<file path="src/rtl/flash_seq_if.sv">
// Signal bundle between the register file / FLASH shifter and the flash_seq command sequencer.
// START is taken only while BUSY=0; SH_WS fires only when SH_BUSY=0, and a byte completes on the first SH_BUSY=0 seen after it.
interface flash_seq_if;
    logic        START;
    logic [7:0]  CMD;
    logic [23:0] ADDR;
    logic        HASADDR;
    logic        WRITE;
    logic [8:0]  LEN;
    logic        POLL;
    logic [7:0]  WDATA;
    logic        WACK;
    logic [7:0]  RDATA;
    logic        RVLD;
    logic        BUSY;
    logic        DONE;
    logic        TMO;
    logic        FCS;
    logic [7:0]  SH_DATA;
    logic        SH_WS;
    logic        SH_BUSY;
    logic [7:0]  SH_RDATA;

    modport master (
        output START, CMD, ADDR, HASADDR, WRITE, LEN, POLL, WDATA, SH_BUSY, SH_RDATA,
        input  WACK, RDATA, RVLD, BUSY, DONE, TMO, FCS, SH_DATA, SH_WS
    );

    modport slave (
        input  START, CMD, ADDR, HASADDR, WRITE, LEN, POLL, WDATA, SH_BUSY, SH_RDATA,
        output WACK, RDATA, RVLD, BUSY, DONE, TMO, FCS, SH_DATA, SH_WS
    );
endinterface

</file>
<file path="src/rtl/flash_seq.sv">
// FLASH SPI command sequencer: one START becomes a chip-select framed opcode/address/data
// transaction, optionally followed by status polling until write-in-progress clears or times out.
module flash_seq #(
    parameter int POLL_MAX = 65535,
    parameter int CS_GAP   = 8
) (
    input  logic       CLK,
    input  logic       nRST,
    flash_seq_if.slave bus,
    output logic [3:0] dbg_state
);
    localparam logic [15:0] POLL_LIM = POLL_MAX[15:0];
    localparam logic [7:0]  GAP_LD   = CS_GAP[7:0];

    typedef enum logic [3:0] {
        S_IDLE, S_CSON, S_ISSUE, S_WAIT0, S_WAITB, S_GAP, S_PCMD, S_FIN
    } state_t;

    state_t      state;
    logic [7:0]  cmd_r;
    logic [23:0] addr_r;
    logic        hasaddr_r;
    logic        write_r;
    logic        poll_r;
    logic        in_poll;
    logic [9:0]  idx;
    logic [9:0]  last_idx;
    logic [7:0]  gap_cnt;
    logic [15:0] poll_cnt;

    logic [9:0]  data_start;
    logic [9:0]  next_idx;
    logic [9:0]  len_c;
    logic [15:0] poll_inc;
    logic [7:0]  cur_byte;
    logic [7:0]  next_byte;
    logic        cur_wr;
    logic        next_wr;
    logic        rd_data_byte;

    function automatic logic [7:0] pick_byte(input logic [9:0] i, input logic pf,
                                             input logic [7:0] c, input logic [23:0] a,
                                             input logic ha, input logic wr, input logic [7:0] wd);
        logic [7:0] b;
        b = 8'h00;
        if (pf)                     b = (i == 10'd0) ? 8'h05 : 8'h00;
        else if (i == 10'd0)        b = c;
        else if (ha && i == 10'd1)  b = a[23:16];
        else if (ha && i == 10'd2)  b = a[15:8];
        else if (ha && i == 10'd3)  b = a[7:0];
        else if (wr)                b = wd;
        return b;
    endfunction

    // In a poll frame the index parks at 1 so long polls never overflow it.
    always_comb begin
        data_start   = hasaddr_r ? 10'd4 : 10'd1;
        next_idx     = in_poll ? 10'd1 : idx + 10'd1;
        poll_inc     = poll_cnt + 16'd1;
        len_c        = (bus.LEN > 9'd256) ? 10'd256 : {1'b0, bus.LEN};
        cur_byte     = pick_byte(idx, in_poll, cmd_r, addr_r, hasaddr_r, write_r, bus.WDATA);
        next_byte    = pick_byte(next_idx, in_poll, cmd_r, addr_r, hasaddr_r, write_r, bus.WDATA);
        cur_wr       = !in_poll && write_r && (idx >= data_start);
        next_wr      = !in_poll && write_r && (next_idx >= data_start);
        rd_data_byte = !in_poll && !write_r && (idx >= data_start);
    end

    assign dbg_state = state;

    always_ff @(posedge CLK or negedge nRST) begin
        if (!nRST) begin
            state       <= S_IDLE;
            cmd_r       <= '0;
            addr_r      <= '0;
            hasaddr_r   <= 1'b0;
            write_r     <= 1'b0;
            poll_r      <= 1'b0;
            in_poll     <= 1'b0;
            idx         <= '0;
            last_idx    <= '0;
            gap_cnt     <= '0;
            poll_cnt    <= '0;
            bus.FCS     <= 1'b1;
            bus.BUSY    <= 1'b0;
            bus.SH_WS   <= 1'b0;
            bus.SH_DATA <= '0;
            bus.WACK    <= 1'b0;
            bus.RVLD    <= 1'b0;
            bus.DONE    <= 1'b0;
            bus.TMO     <= 1'b0;
            bus.RDATA   <= '0;
        end else begin
            bus.SH_WS <= 1'b0;
            bus.WACK  <= 1'b0;
            bus.RVLD  <= 1'b0;
            bus.DONE  <= 1'b0;
            case (state)
                S_IDLE: if (bus.START) begin
                    cmd_r     <= bus.CMD;
                    addr_r    <= bus.ADDR;
                    hasaddr_r <= bus.HASADDR;
                    write_r   <= bus.WRITE;
                    poll_r    <= bus.POLL;
                    last_idx  <= len_c + (bus.HASADDR ? 10'd3 : 10'd0);
                    bus.TMO   <= 1'b0;
                    bus.BUSY  <= 1'b1;
                    state     <= S_CSON;
                end
                S_CSON: begin
                    bus.FCS <= 1'b0;
                    in_poll <= 1'b0;
                    idx     <= '0;
                    state   <= S_ISSUE;
                end
                S_ISSUE: if (!bus.SH_BUSY) begin
                    bus.SH_DATA <= cur_byte;
                    bus.SH_WS   <= 1'b1;
                    bus.WACK    <= cur_wr;
                    state       <= S_WAIT0;
                end
                // The shifter raises SH_BUSY one cycle after WS, so this cycle is blind.
                S_WAIT0: state <= S_WAITB;
                S_WAITB: if (!bus.SH_BUSY) begin
                    logic end_frame;
                    end_frame = 1'b0;
                    if (in_poll) begin
                        if (idx == 10'd0) begin
                            poll_cnt <= '0;
                        end else begin
                            bus.RDATA <= bus.SH_RDATA;
                            poll_cnt  <= poll_inc;
                            if (!bus.SH_RDATA[0]) begin
                                end_frame = 1'b1;
                            end else if (poll_inc == POLL_LIM) begin
                                bus.TMO   <= 1'b1;
                                end_frame = 1'b1;
                            end
                        end
                    end else begin
                        if (rd_data_byte) begin
                            bus.RDATA <= bus.SH_RDATA;
                            bus.RVLD  <= 1'b1;
                        end
                        end_frame = (idx == last_idx);
                    end
                    // Next byte goes out straight from here to keep the gap to one cycle.
                    if (end_frame) begin
                        bus.FCS <= 1'b1;
                        in_poll <= 1'b0;
                        gap_cnt <= GAP_LD;
                        state   <= S_GAP;
                    end else begin
                        idx         <= next_idx;
                        bus.SH_DATA <= next_byte;
                        bus.SH_WS   <= 1'b1;
                        bus.WACK    <= next_wr;
                        state       <= S_WAIT0;
                    end
                end
                S_GAP: begin
                    if (gap_cnt == 8'd0) begin
                        if (poll_r) begin
                            poll_r <= 1'b0;
                            state  <= S_PCMD;
                        end else begin
                            state <= S_FIN;
                        end
                    end else begin
                        gap_cnt <= gap_cnt - 8'd1;
                    end
                end
                S_PCMD: begin
                    bus.FCS  <= 1'b0;
                    in_poll  <= 1'b1;
                    idx      <= '0;
                    poll_cnt <= '0;
                    state    <= S_ISSUE;
                end
                S_FIN: begin
                    bus.DONE <= 1'b1;
                    bus.BUSY <= 1'b0;
                    state    <= S_IDLE;
                end
                default: state <= S_IDLE;
            endcase
        end
    end
endmodule

</file>
<file path="src/flat_wrapper.sv">
// flat-port wrapper written by rule: the top's interface ports become plain ports
module flash_seq_flat 
#(
    parameter int POLL_MAX = 65535,
    parameter int CS_GAP   = 8
)
  (CLK, nRST, dbg_state, bus_START, bus_CMD, bus_ADDR, bus_HASADDR, bus_WRITE, bus_LEN, bus_POLL, bus_WDATA, bus_SH_BUSY, bus_SH_RDATA, bus_WACK, bus_RDATA, bus_RVLD, bus_BUSY, bus_DONE, bus_TMO, bus_FCS, bus_SH_DATA, bus_SH_WS);
  flash_seq_if bus_i ();
  input  logic CLK;
  input  logic nRST;
  output logic [3:0] dbg_state;
  input wire logic [$bits(bus_i.START)-1:0] bus_START;
  input wire logic [$bits(bus_i.CMD)-1:0] bus_CMD;
  input wire logic [$bits(bus_i.ADDR)-1:0] bus_ADDR;
  input wire logic [$bits(bus_i.HASADDR)-1:0] bus_HASADDR;
  input wire logic [$bits(bus_i.WRITE)-1:0] bus_WRITE;
  input wire logic [$bits(bus_i.LEN)-1:0] bus_LEN;
  input wire logic [$bits(bus_i.POLL)-1:0] bus_POLL;
  input wire logic [$bits(bus_i.WDATA)-1:0] bus_WDATA;
  input wire logic [$bits(bus_i.SH_BUSY)-1:0] bus_SH_BUSY;
  input wire logic [$bits(bus_i.SH_RDATA)-1:0] bus_SH_RDATA;
  output wire logic [$bits(bus_i.WACK)-1:0] bus_WACK;
  output wire logic [$bits(bus_i.RDATA)-1:0] bus_RDATA;
  output wire logic [$bits(bus_i.RVLD)-1:0] bus_RVLD;
  output wire logic [$bits(bus_i.BUSY)-1:0] bus_BUSY;
  output wire logic [$bits(bus_i.DONE)-1:0] bus_DONE;
  output wire logic [$bits(bus_i.TMO)-1:0] bus_TMO;
  output wire logic [$bits(bus_i.FCS)-1:0] bus_FCS;
  output wire logic [$bits(bus_i.SH_DATA)-1:0] bus_SH_DATA;
  output wire logic [$bits(bus_i.SH_WS)-1:0] bus_SH_WS;
  assign bus_i.START = bus_START;
  assign bus_i.CMD = bus_CMD;
  assign bus_i.ADDR = bus_ADDR;
  assign bus_i.HASADDR = bus_HASADDR;
  assign bus_i.WRITE = bus_WRITE;
  assign bus_i.LEN = bus_LEN;
  assign bus_i.POLL = bus_POLL;
  assign bus_i.WDATA = bus_WDATA;
  assign bus_i.SH_BUSY = bus_SH_BUSY;
  assign bus_i.SH_RDATA = bus_SH_RDATA;
  assign bus_WACK = bus_i.WACK;
  assign bus_RDATA = bus_i.RDATA;
  assign bus_RVLD = bus_i.RVLD;
  assign bus_BUSY = bus_i.BUSY;
  assign bus_DONE = bus_i.DONE;
  assign bus_TMO = bus_i.TMO;
  assign bus_FCS = bus_i.FCS;
  assign bus_SH_DATA = bus_i.SH_DATA;
  assign bus_SH_WS = bus_i.SH_WS;
  flash_seq #(.POLL_MAX(POLL_MAX), .CS_GAP(CS_GAP)) u_core (.CLK(CLK), .nRST(nRST), .bus(bus_i), .dbg_state(dbg_state));
endmodule
</file>
<file path="config.mk">
export PLATFORM = sky130hd
export DESIGN_NAME = flash_seq_flat
export DESIGN_NICKNAME = d
export VERILOG_FILES = /design/src/rtl/flash_seq_if.sv /design/src/rtl/flash_seq.sv /design/src/flat_wrapper.sv
export SDC_FILE = /design/constraint.sdc
export NUM_CORES = 1
export LEC_CHECK = 0
export BUFFER_PORTS_ARGS = -buffer_cell sky130_fd_sc_hd__buf_2
export CELL_PAD_IN_SITES_DETAIL_PLACEMENT = 2
export CELL_PAD_IN_SITES_GLOBAL_PLACEMENT = 2
export CORE_MARGIN = 3
export CORE_UTILIZATION = 32
export CTS_CLUSTER_DIAMETER = 150
export DETAILED_ROUTE_END_ITERATION = 8
export PLACE_DENSITY = 0.84
export SLEW_MARGIN = 20
export SYNTH_ARGS = -nofsm -noshare
export SYNTH_HDL_FRONTEND = slang
export SYNTH_SLANG_ARGS = --single-unit
</file>
<file path="constraint.sdc">
create_clock -name CLK -period 2.4 [get_ports CLK]
set_input_delay 0.48 -clock CLK [delete_from_list [all_inputs] [get_ports CLK]]
set_output_delay 0.48 -clock CLK [all_outputs]
set_load 0.05 [all_outputs]
</file>
-- After elaboration in Yosys (flattened, before gate mapping)
Index checks and enable logic that the tools add are counted.
- register bits after elaboration: 107
- bits of input ports: 64
- output and inout port bits: 27
- logic and storage cells: 173
- add/subtract/negate cells: 4
- order comparisons: 3
- equality and inequality tests: 27
- multiplexer cells: 79
- bitwise logic cells: 1
- reduce and logical (&&, ||, !) cells: 39
- operators by type and width (kind ; number):
    2-to-1 mux 8 bit ; 20
    2-to-1 mux 16 bit ; 3
    == test 10 x 2 -> 1 bit (second input constant) ; 4
    case mux 16 bit (2 select lines) ; 1
    case mux 8 bit (2 select lines) ; 2
    2-to-1 mux 1 bit ; 31
    2-to-1 mux 10 bit ; 3
    case mux 4 bit (6 select lines) ; 1
    == test 10 x 1 -> 1 bit (second input constant) ; 2
    greater-or-equal comparator 10 bit ; 2
    logical NOT 10 bit ; 2
    case mux 10 bit (2 select lines) ; 1
    adder 16 x 1 -> 16 bit (second input constant) ; 1
    == test 16 bit (second input constant) ; 1
    == test 4 x 3 -> 1 bit (second input constant) ; 4
    2-to-1 mux 4 bit ; 4
    inequality test 2 bit (second input constant) ; 8
    AND reduction 4 bit ; 4
    nonzero test 2 bit ; 8
    AND reduction 3 bit ; 5
    2-to-1 mux 3 bit ; 4
    case mux 1 bit (2 select lines) ; 6
    logical AND 1 bit ; 11
    adder 10 x 1 -> 10 bit (second input constant) ; 1
    18 further kinds ; 24

-- Depth between registers and ports, before layout
Gate-level depths: netlist of the first run.
- depth after elaboration: 12
- depth in mapped cells: 11
- gate-level depth less buffers: 9

-- Worst setup path after synthesis of the first run
OpenSTA, ideal clock, no wires.
- path type: reg2reg
- from: register u_core.poll_cnt[1]
- to: register u_core.bus.SH_DATA[1]
- setup time: 125 ps
- arrival: 2426 ps
- data required time: 2275 ps
- setup slack: -150 ps
- stages on the path, launching flop included: 11
- path buffers: 2
- clock period less this slack: 2550 ps
- cells stage by stage: dfrtp_1 ha_1 buf_2 and4_1 buf_2 nand4_1 xnor2_1 and4bb_4 a21bo_4 o32ai_4 mux2_2
- longest elaborated chain between the ends: 10
- RTL lines (item ; RTL line ; source):
    start: declaration ; flash_seq.sv:29 ; logic [15:0] poll_cnt;
    start signal: assignment ; flash_seq.sv:131 ; poll_cnt <= poll_inc;
    adder 16 x 1 -> 16 bit ; flash_seq.sv:59 ; poll_inc = poll_cnt + 16'd1;
    == test 16 bit ; flash_seq.sv:134 ; end else if (poll_inc == POLL_LIM) begin
    2-to-1 mux 1 bit ; flash_seq.sv:134 ;
    2-to-1 mux 1 bit ; flash_seq.sv:132 ; if (!bus.SH_RDATA[0]) begin
    2-to-1 mux 1 bit ; flash_seq.sv:127 ; if (idx == 10'd0) begin
    2-to-1 mux 1 bit ; flash_seq.sv:126 ; if (in_poll) begin
    2-to-1 mux 1 bit ; flash_seq.sv:123 ; S_WAITB: if (!bus.SH_BUSY) begin
    2-to-1 mux 1 bit ; flash_seq.sv:97 ; case (state)
    inequality test 2 bit (no line) ; - ;
    AND reduction 4 bit (no line) ; - ;
    end signal: assignment ; flash_seq.sv:116 ; bus.SH_DATA <= cur_byte;
    end signal: assignment ; flash_seq.sv:154 ; bus.SH_DATA <= next_byte;
    end: declaration ; flash_seq_if.sv:31 ; output WACK, RDATA, RVLD, BUSY, DONE, TMO, FCS, SH_DATA, SH_WS
Every way passes these cells. The select of a mux whose other input is x is not followed.
A chain may end at the register's enable or synchronous reset.

-- Worst setup path in the final report of the first run
- from: register u_core.idx[3]
- to: register u_core.bus.WACK
- longest elaborated chain between the ends: 8
- elaborated cells between the ends (all ways): 16
- those cells by class: add/sub (1); order compare (2); eq/ne (1); mux (9); reduce/logical (3)
- RTL lines (item ; RTL line ; source):
    start: declaration ; flash_seq.sv:26 ; logic [9:0] idx;
    start signal: assignment ; flash_seq.sv:153 ; idx <= next_idx;
    parallel branches: the longest is 7 deep, another holds adder 10 x 1 -> 10 bit ; - ;
    case mux 1 bit (2 select lines) * ; flash_seq.sv:97 ;
    end signal: assignment ; flash_seq.sv:118 ; bus.WACK <= cur_wr;
    end signal: assignment ; flash_seq.sv:156 ; bus.WACK <= next_wr;
    end: declaration ; flash_seq_if.sv:31 ;
Mark *: on every way between the ends. The select of a mux whose other input is x is not followed.

==> impl_metrics.toml, run 1 <==
[logic_synthesis]
syn_nets = 831
synth_area_mm2 = 0.006484
ys.flop_type = "dfrtp_1"
netlist_instances = 752
yosys-top-cells-area = "dfrtp_1, nand2_1, o21ai_0"
yosysUniqueCellTypes = 72
synth_edf_count = 0
yosys_warnings = 0
yosysTopAreaCellShare = 0.4052
ys_seq_elements = 106
ys_seq_area_frac = 0.4093
syn_avg_cell_area_um2 = 8.622
ys_async_sr_fraction = 1.000
synth_area_leader_cell = "dfrtp_1"

[die]
io_pins = 91
core_mm2 = 0.01965
die_y_um = 148.3
num_rows = 51
die_width_um = 148.3
die_area_mm2 = 0.02201
initial_utilization = 0.3299

[critical_path]
cp_max_fo = 4
worstSetupStartpointType = "flip-flop"
worstPathCellList = "buf_6 -> nor4_4 -> nand3_2 -> nand2_2 -> and4bb_4 -> buf_12 -> a21boi_4 -> buf_6 -> a31oi_4 -> nor4bb_1"
worst_ep_arrival_time_ns = 2.95
cpPeakStageDelay_ns = 0.47
crit_top_cell = "buf_6"
critPathRequiredTime_ns = 2.65
worst_setup_path_end_kind = "flip-flop"
crit_type = "reg2reg"
cp_slowest_cell = "dfrtp_2"

[worst_hold_path]
hold_class = "in2async"

[outcome]
status = "finished with violations"
violations = "setup timing"

[placement]
place_congestion = 0.8623
dp_worst_setup_slack_ns = -0.2392
dp_hpwl_um = 19380
portBuffers = 89

[sta]
tightest_slew_ns = 0.7038
layout_setup_ws_ns = -0.2963
maxSlewViolCount = 0
skew_ns = 0.01365
hold_violations = 0
rsz0062_at_grt = "true"
setup_viol = 43
slew_headroom = 0.5308
min_period_ns = 2.696
min_period_over_period = 1.123
fmax_mhz = 370.9

[cts]
cts_hold_buf = 0
cts_buffers = 9
cts_tree = "done"
cts.sinks = 106
clkSlewWorstSetupHoldPaths_ns = 0.08
cts_buffer_depth = 2
cts-htree-levels = 3
insertion_delay_ns = 0.39
cts_root_buf = "clkbuf_16"

[cells_and_area]
register_area_mm2 = 0.002671
fin_nets = 1010
drive_gt1_frac = 0.3942
n_fill_cell = 2139
syn2layout_area_growth_pct = 40.04
diodes = 0
multi_input_area_mm2 = 0.004108

[power_and_ir_drop]
p_per_area_mw_per_mm2 = 1238
power_mw = 11.24
intPower_mw = 5.580
p_leak_nw = 4.015
ir_drop_mv = 0.4412
p_clk_frac = 0.141
seq_power_share = 0.285
combPwrFrac = 0.574
p_sw_frac = 0.5038
power.switching_mw = 5.665

[grt]
grt-ovfl-total = 0
antenna_found_initial = 0
grt_max_degree = 45
grt_pass1_wl_um = 47220
grt_use_total = 0.2785
grt_pass1_vias = 7748

[routing]
drt-total-wl_um = 34610
ant_nets = 0
dr.pass1.iters = 5
drt_iter0_drc = 523
drc_errors = 0
wl_per_cell_um = 28.82
viasPerCell = 5.996
via_count = 7201

[run]
drv_cap = 0
-- area by class of cell --
class / instances / area share
multi-input combinational: 572 / 0.4524
sequential: 106 / 0.2942
timing repair buffer: 216 / 0.1735
tap: 265 / 0.03652
clock buffer: 10 / 0.02632
inverter: 26 / 0.01102
clock inverter: 6 / 0.006063
-- logic make-up (layout without fill, tap and decap cells) --
family | count (synthesis) | count (layout) | share of synthesized area
mux | 20 | 20 | 0.03416
buf+inv | 74 | 258 | 0.04940
xor+xnor | 29 | 29 | 0.03918
flops | 106 | 106 | 0.4093
other cells | 1 | 1 | 0.0005784
fa+ha+maj | 15 | 15 | 0.03010
simple gates | 317 | 317 | 0.2451
compound gates | 190 | 190 | 0.1922
-- worst paths after layout --
| kind | slack, ns | cells after the start | from | end |
|---|---|---|---|---|
| max in group asynchronous | 1.69 | 2 | nRST | u_core.idx[1]$_DFFE_PN0P_ |
| setup / recovery | -0.30 | 10 | u_core.idx[3]$_DFFE_PN0P_ | u_core.bus.WACK$_DFF_PN0_ |
| setup reg to reg | -0.30 | 10 | u_core.idx[3]$_DFFE_PN0P_ | u_core.bus.WACK$_DFF_PN0_ |
| hold reg to reg | 0.52 | 1 | u_core.bus.RDATA[2]$_DFFE_PN0P_ | u_core.bus.RDATA[2]$_DFFE_PN0P_ |
| min in group CLK | 0.28 | 3 | bus_CMD[7] | u_core.cmd_r[7]$_DFFE_PN0P_ |
| hold / removal | 0.08 | 1 | nRST | u_core.gap_cnt[4]$_DFFE_PN0P_ |
-- per-stage QoR --
stage,TNS (ns),instances,hold slack (ns),cell area [um^2],util
final,-5.342,1201,0.08039,9080,0.4620
after global routing,-8.284,1201,0.09825,9080,0.4620
after CTS,-0.006184,1186,0.09391,8511,0.4330
after detailed placement,-3.344,1150,0.4905,7830,0.3984
after global placement,-0.05798,1150,0.4791,7830,0.3984
after floorplan,-0.06299,752,0.1844,6531,-
-- state kept, by name, indices dropped and copies added, names as in the netlist, 3 cells and up --
register / cells
u_core.addr_r: 24
u_core.bus.RDATA: 8
u_core.bus.SH_DATA: 8
u_core.cmd_r: 8
u_core.dbg_state: 3
u_core.gap_cnt: 8
u_core.idx: 10
u_core.last_idx: 10
u_core.poll_cnt: 16
-- worst max-delay path, delay by kind of cell, from the launching register on --
kind,cells,cell delay (ns)
simple gates,5,1.31
flops,1,0.47
buf+inv,3,0.44
compound gates,2,0.35
-- repair_timing --
| item | in CTS | in global routing |
|---|---|---|
| pin swaps | 22 | 49 |
| endpoints found under the setup margin | 36 | 47 |
| resized for setup | 59 | 102 |
| setup buffers | 20 | 16 |
-- synthesized netlist by cell type, types with 15 or more instances --
| cell | n |
|---|---|
| nand3_1 | 20 |
| mux2_2 | 15 |
| nand2_1 | 140 |
| nor2_1 | 52 |
| a31oi_1 | 19 |
| o21ai_0 | 60 |
| xnor2_1 | 15 |
| a21oi_1 | 26 |
| dfrtp_1 | 105 |
| inv_1 | 26 |
| o22ai_1 | 17 |
| clkbuf_1 | 32 |
-- power groups by stage --
stage / clock network (mW) / registers [mW] / logic, mW
floorplan: 0 / 3.36 / 2.59
global placement: 0 / 3.02 / 4.47
detailed placement: 0 / 3.10 / 4.80
CTS: 1.59 / 3.09 / 5.25
global route: 1.66 / 3.25 / 6.77
finish: 1.59 / 3.21 / 6.45
-- routing by layer --
layer,global-route usage,up-vias,wire (um)
met1,0.3277,3638,12760
met5,0,-,0
met4,0.1404,0,2315
met3,0.04936,170,2034
met2,0.4882,382,17510
li1,-,3011,-
-- placed cells by master (no fill, tap or decap), types with 7 or more instances in the layout --
master and count:
nand2_1 137, buf_4 99, dfrtp_1 91, buf_2 88, o21ai_0 51, nor2_1 47, inv_1 23, buf_6 21
a21oi_1 16, a31oi_1 14, dfrtp_2 14, nand4_1 13, xnor2_1 13, nand3_1 13, o22ai_1 13, xor2_1 12
and2_1 10, nand2b_1 9, mux2_2 9, clkbuf_16 9, a21oi_2 8, mux2_4 8, ha_1 8, nor2b_1 7
nand3_2 7, nor3_1 7, o21ai_1 7, buf_12 7
Note: power is estimated with default switching activity, not from simulation.
==> inputs of run 2 (changes only) <==
--- a/config.mk
+++ b/config.mk
@@ -12,7 +12,7 @@
 export CORE_UTILIZATION = 32
 export CTS_CLUSTER_DIAMETER = 150
 export DETAILED_ROUTE_END_ITERATION = 8
-export PLACE_DENSITY = 0.84
+export PLACE_DENSITY = 0.85
 export SLEW_MARGIN = 20
 export SYNTH_ARGS = -nofsm -noshare
 export SYNTH_HDL_FRONTEND = slang
==> impl_metrics.toml, run 2 (synthesis results as in run 1) <==
[die]
die_area_mm2 = 0.02201
core_mm2 = 0.01965
io_pins = 91
die_width_um = 148.3
initial_utilization = 0.3299
num_rows = 51
die_y_um = 148.3

[outcome]
status = "finished with violations"
violations = "setup timing"

[routing]
wl_per_cell_um = 29.60
dr.pass1.iters = 5
ant_nets = 0
drc_errors = 0
via_count = 7210
drt_iter0_drc = 490
drt-total-wl_um = 35380
viasPerCell = 6.033

[sta]
layout_setup_ws_ns = -0.2535
min_period_over_period = 1.106
fmax_mhz = 376.9
min_period_ns = 2.653
tightest_slew_ns = 0.7446
slew_headroom = 0.4984
maxSlewViolCount = 0
skew_ns = 0.01972
rsz0062_at_grt = "true"
setup_viol = 26
hold_violations = 0

[critical_path]
crit_start = "u_core.idx[6]$_DFFE_PN0P_"
cpPeakStageDelay_ns = 0.60
reg2reg_slack_ns = -0.25
worstSetupStartpointType = "flip-flop"
worst_setup_path_end_kind = "flip-flop"
crit_type = "reg2reg"
reg2reg_depth = 7
rr_endpoint = "u_core.bus.SH_DATA[7]$_DFFE_PN0P_"
r2r-start = "u_core.idx[6]$_DFFE_PN0P_"
cp_max_fo = 6
critPathRequiredTime_ns = 2.68
crit_top_cell = "mux2i_2"
worst_ep_arrival_time_ns = 2.93
worstPathCellList = "or3_1 -> mux2i_2 -> a221oi_4 -> or4b_4 -> a22oi_2 -> a31oi_2 -> mux2i_2"
crit_path_end = "u_core.bus.SH_DATA[7]$_DFFE_PN0P_"
cp_slowest_cell = "or4b_4"

[cells_and_area]
regMostFlops = "u_core.addr_r"
largest_register_ffs = 24
finalInstanceArea_mm2 = 0.008894
fin_nets = 1004
drive_gt1_frac = 0.3742
syn2layout_area_growth_pct = 37.17
diodes = 0
mostFrequentLayoutCells = "nand2_1, buf_4, dfrtp_1, buf_2, o21ai_0"
mostFrequentLayoutCell = "nand2_1"
top_regs = "u_core.addr_r x24, u_core.poll_cnt x16"
n_fill_cell = 2133

[placement]
place_area_mm2 = 0.007805
portBuffers = 89
dp_worst_setup_slack_ns = -0.2256
dp_hpwl_um = 19810
place_congestion = 0.8511

[grt]
grt_max_degree = 61
grt_pass1_wl_um = 49340
antenna_found_initial = 0
grt-ovfl-total = 0
grt_use_total = 0.2937
grt_pass1_vias = 7881

[power_and_ir_drop]
p_leak_nw = 3.959
p_per_area_mw_per_mm2 = 1253
ir_drop_mv = 0.5974

[cts]
insertion_delay_ns = 0.38
clkSlewWorstSetupHoldPaths_ns = 0.08
cts_buffers = 9
cts-htree-levels = 3
cts_root_buf = "clkbuf_16"
cts_tree = "done"
cts.sinks = 106
cts_hold_buf = 0
cts_buffer_depth = 2

[run]
drv_cap = 0

[worst_hold_path]
hold_class = "in2async"
-- run 2: worst min-delay path by stage --
stage / startpoint / endpoint / slack, ns
global route: nRST / u_core.last_idx[4]$_DFFE_PN0P_ / 0.05
detailed placement: nRST / u_core.poll_cnt[10]$_DFFE_PN0P_ / 0.43
CTS: nRST / u_core.poll_cnt[7]$_DFFE_PN0P_ / 0.04
global placement: nRST / u_core.poll_cnt[10]$_DFFE_PN0P_ / 0.43
floorplan: nRST / u_core.addr_r[0]$_DFFE_PN0P_ / 0.18
finish: nRST / u_core.poll_cnt[8]$_DFFE_PN0P_ / 0.03
-- run 2: area by class of cell --
class,count,area [um^2],share of cell area
multi-input cells,572,4044,0.4547
repair buffers,210,1455,0.1636
flip-flops and latches,106,2675,0.3008
well taps,265,331.6,0.03728
clock buffers,10,239.0,0.02687
clock inverters,6,47.55,0.005346
inverters,26,101.3,0.01140
-- run 2: layer usage --
layer / share of wire / up-vias / GRT usage
li1: - / 3000 / -
met1: 0.37 / 3660 / 0.3437
met2: 0.50 / 368 / 0.5223
met3: 0.060 / 182 / 0.04296
met4: 0.076 / 0 / 0.1510
met5: 0 / - / 0
-- run 2: worst max-delay path, delay by kind of cell, from the launching register on --
| kind | cells | cell delay (ns) |
|---|---|---|
| and+or+nand+nor | 2 | 1.04 |
| muxes | 2 | 0.55 |
| AOI/OAI and AO/OA | 3 | 0.53 |
| DFF | 1 | 0.44 |
-- run 2: repair_timing --
action | CTS | global route
endpoints found under the setup margin | 35 | 50
resized for setup | 71 | 61
buffers inserted | 14 | 15
pin swaps | 26 | 29
-- run 2: power breakdown --
part | leakage [nW] | internal, mW | switching, mW
logic | 2.49 | 2.29 | 3.96
clock network | 0.145 | 0.749 | 0.808
registers | 1.32 | 2.45 | 0.882
total | 3.96 | 5.49 | 5.65
-- run 2: per-stage QoR --
step / total power, mW / setup TNS [ns] / hold WS, ns / std cells / utilization
3_3_place_gp: 7.454 / -0.2450 / 0.4277 / 1150 / 0.3971
2_1_floorplan: 5.945 / -0.06299 / 0.1844 / 752 / -
5_1_grt: 11.55 / -4.362 / 0.04970 / 1195 / 0.4525
4_1_cts: 9.982 / -0.4454 / 0.04143 / 1180 / 0.4322
6_report: 11.14 / -2.977 / 0.03159 / 1195 / 0.4525
3_5_place_dp: 7.899 / -2.534 / 0.4301 / 1150 / 0.3971
==> inputs of run 3 (changes only) <==
--- a/config.mk
+++ b/config.mk
@@ -13,6 +13,7 @@
 export CTS_CLUSTER_DIAMETER = 150
 export DETAILED_ROUTE_END_ITERATION = 8
 export PLACE_DENSITY = 0.85
+export RECOVER_POWER = 100
 export SLEW_MARGIN = 20
 export SYNTH_ARGS = -nofsm -noshare
 export SYNTH_HDL_FRONTEND = slang
==> impl_metrics.toml, run 3 (synthesis results as in run 1) <==
[outcome]
status = "finished with violations"
violations = "capacitance limit, slew limit, setup timing"

[cells_and_area]
mostFrequentLayoutCells = "nand2_1, buf_4, dfrtp_1, buf_2, o21ai_0"
n_fill_cell = 2145
drive_gt1_frac = 0.3484
fin_nets = 1004
syn2layout_area_growth_pct = 36.53
regMostFlops = "u_core.addr_r"
register_area_mm2 = 0.002675
finalInstanceArea_mm2 = 0.008852
largest_register_ffs = 24
diodes = 0
top_regs = "u_core.addr_r x24, u_core.poll_cnt x16"
multi_input_area_mm2 = 0.004039
mostFrequentLayoutCell = "nand2_1"

[cts]
cts_buffer_depth = 2
cts_tree = "done"
cts-htree-levels = 3
insertion_delay_ns = 0.38
cts.sinks = 106
clkSlewWorstSetupHoldPaths_ns = 0.08
cts_root_buf = "clkbuf_16"
cts_buffers = 9

[placement]
portBuffers = 89
dp_hpwl_um = 19810
place_congestion = 0.8511
dp_worst_setup_slack_ns = -0.2256
place_area_mm2 = 0.007805

[critical_path]
cp_max_fo = 6
crit_type = "reg2reg"
critPathRequiredTime_ns = 2.67
worstSetupStartpointType = "flip-flop"
worst_ep_arrival_time_ns = 2.93
worst_setup_path_end_kind = "flip-flop"

[grt]
grt_use_total = 0.2937
grt_max_degree = 61
grt_pass1_wl_um = 49340
grt-ovfl-total = 0
use_met3 = 0.04296
use_met1 = 0.3437
grt_pass1_vias = 7881
met2_usage = 0.5223
antenna_found_initial = 0
grt_busiest_layer = "met2"

[die]
io_pins = 91
die_y_um = 148.3
initial_utilization = 0.3299
die_width_um = 148.3
die_area_mm2 = 0.02201
num_rows = 51
core_mm2 = 0.01965

[power_and_ir_drop]
p_per_area_mw_per_mm2 = 1254
p_leak_nw = 3.876
power_mw = 11.10
ir_drop_mv = 0.5931

[sta]
holdWs_ns = 0.3012
maxSlewViolCount = 26
fmax_mhz = 376.8
slew_headroom = -0.08527
min_period_over_period = 1.106
hold_violations = 0
setup_viol = 27
layout_setup_ws_ns = -0.2536
rsz0062_at_grt = "true"
skew_ns = 0.02154
tightest_slew_ns = 1.628
min_period_ns = 2.654
finalSetupTns_ns = -3.039

[routing]
drc_errors = 0
dr.pass1.iters = 5
viasPerCell = 6.052
ant_nets = 0
via_count = 7232
drt_iter0_drc = 460
drt-total-wl_um = 35530
wl_per_cell_um = 29.73

[worst_hold_path]
hold_class = "in2reg"

[run]
drv_cap = 1
[run 3: final cells by class]
type | instances | area share
clock inverters | 6 | 0.005371
repair buffers | 210 | 0.1603
well taps | 265 | 0.03746
clock buffers | 10 | 0.02700
multi-input cells | 572 | 0.4563
inverters | 26 | 0.01145
flip-flops and latches | 106 | 0.3022
[run 3: worst paths after layout]
check                                                      from                           endpoint  slack, ns  cells after the start
worst max register to register        u_core.idx[6]$_DFFE_PN0P_  u_core.bus.SH_DATA[7]$_DFFE_PN0P_      -0.25                      7
worst min-delay path                                bus_ADDR[6]       u_core.addr_r[6]$_DFFE_PN0P_       0.30                      3
max in group asynchronous                                  nRST      u_core.addr_r[23]$_DFFE_PN0P_       0.54                      2
worst max-delay path                  u_core.idx[6]$_DFFE_PN0P_  u_core.bus.SH_DATA[7]$_DFFE_PN0P_      -0.25                      7
min in group asynchronous                                  nRST     u_core.poll_cnt[8]$_DFFE_PN0P_       0.52                      1
worst min register to register  u_core.bus.RDATA[1]$_DFFE_PN0P_    u_core.bus.RDATA[1]$_DFFE_PN0P_       0.52                      1
[run 3: repair_timing]
action / CTS / global route
pin swaps: 26 / 29
resized for setup: 71 / 61
buffers inserted: 14 / 15
setup endpoints to repair: 35 / 50
hold buffers: 0 / 0
[run 3: critical path, cell delays in order, from the launching register on]
cell and delay (ns):
dfrtp_1 0.44, or3_1 0.44, mux2i_2 0.30, a221oi_4 0.16, or4b_4 0.60, a22oi_2 0.23, a31oi_2 0.14, mux2i_2 0.25
[run 3: through the flow]
step	util	cells
after floorplan	-	752
after global placement	0.3971	1150
after detailed placement	0.3971	1150
after CTS	0.4322	1180
after global routing	0.4504	1195
final	0.4504	1195
[run 3: per-layer routing]
| layer | routed length (um) | vias to the layer above |
|---|---|---|
| met3 | 2100 | 172 |
| met5 | 0 | - |
| li1 | - | 3001 |
| met4 | 2644 | 0 |
| met2 | 17620 | 409 |
| met1 | 13170 | 3650 |
[run 3: power breakdown]
group          total [mW]  internal [mW]  switching (mW)
clock network        1.55          0.750           0.805
logic                6.21           2.25            3.96
registers            3.34           2.45           0.888
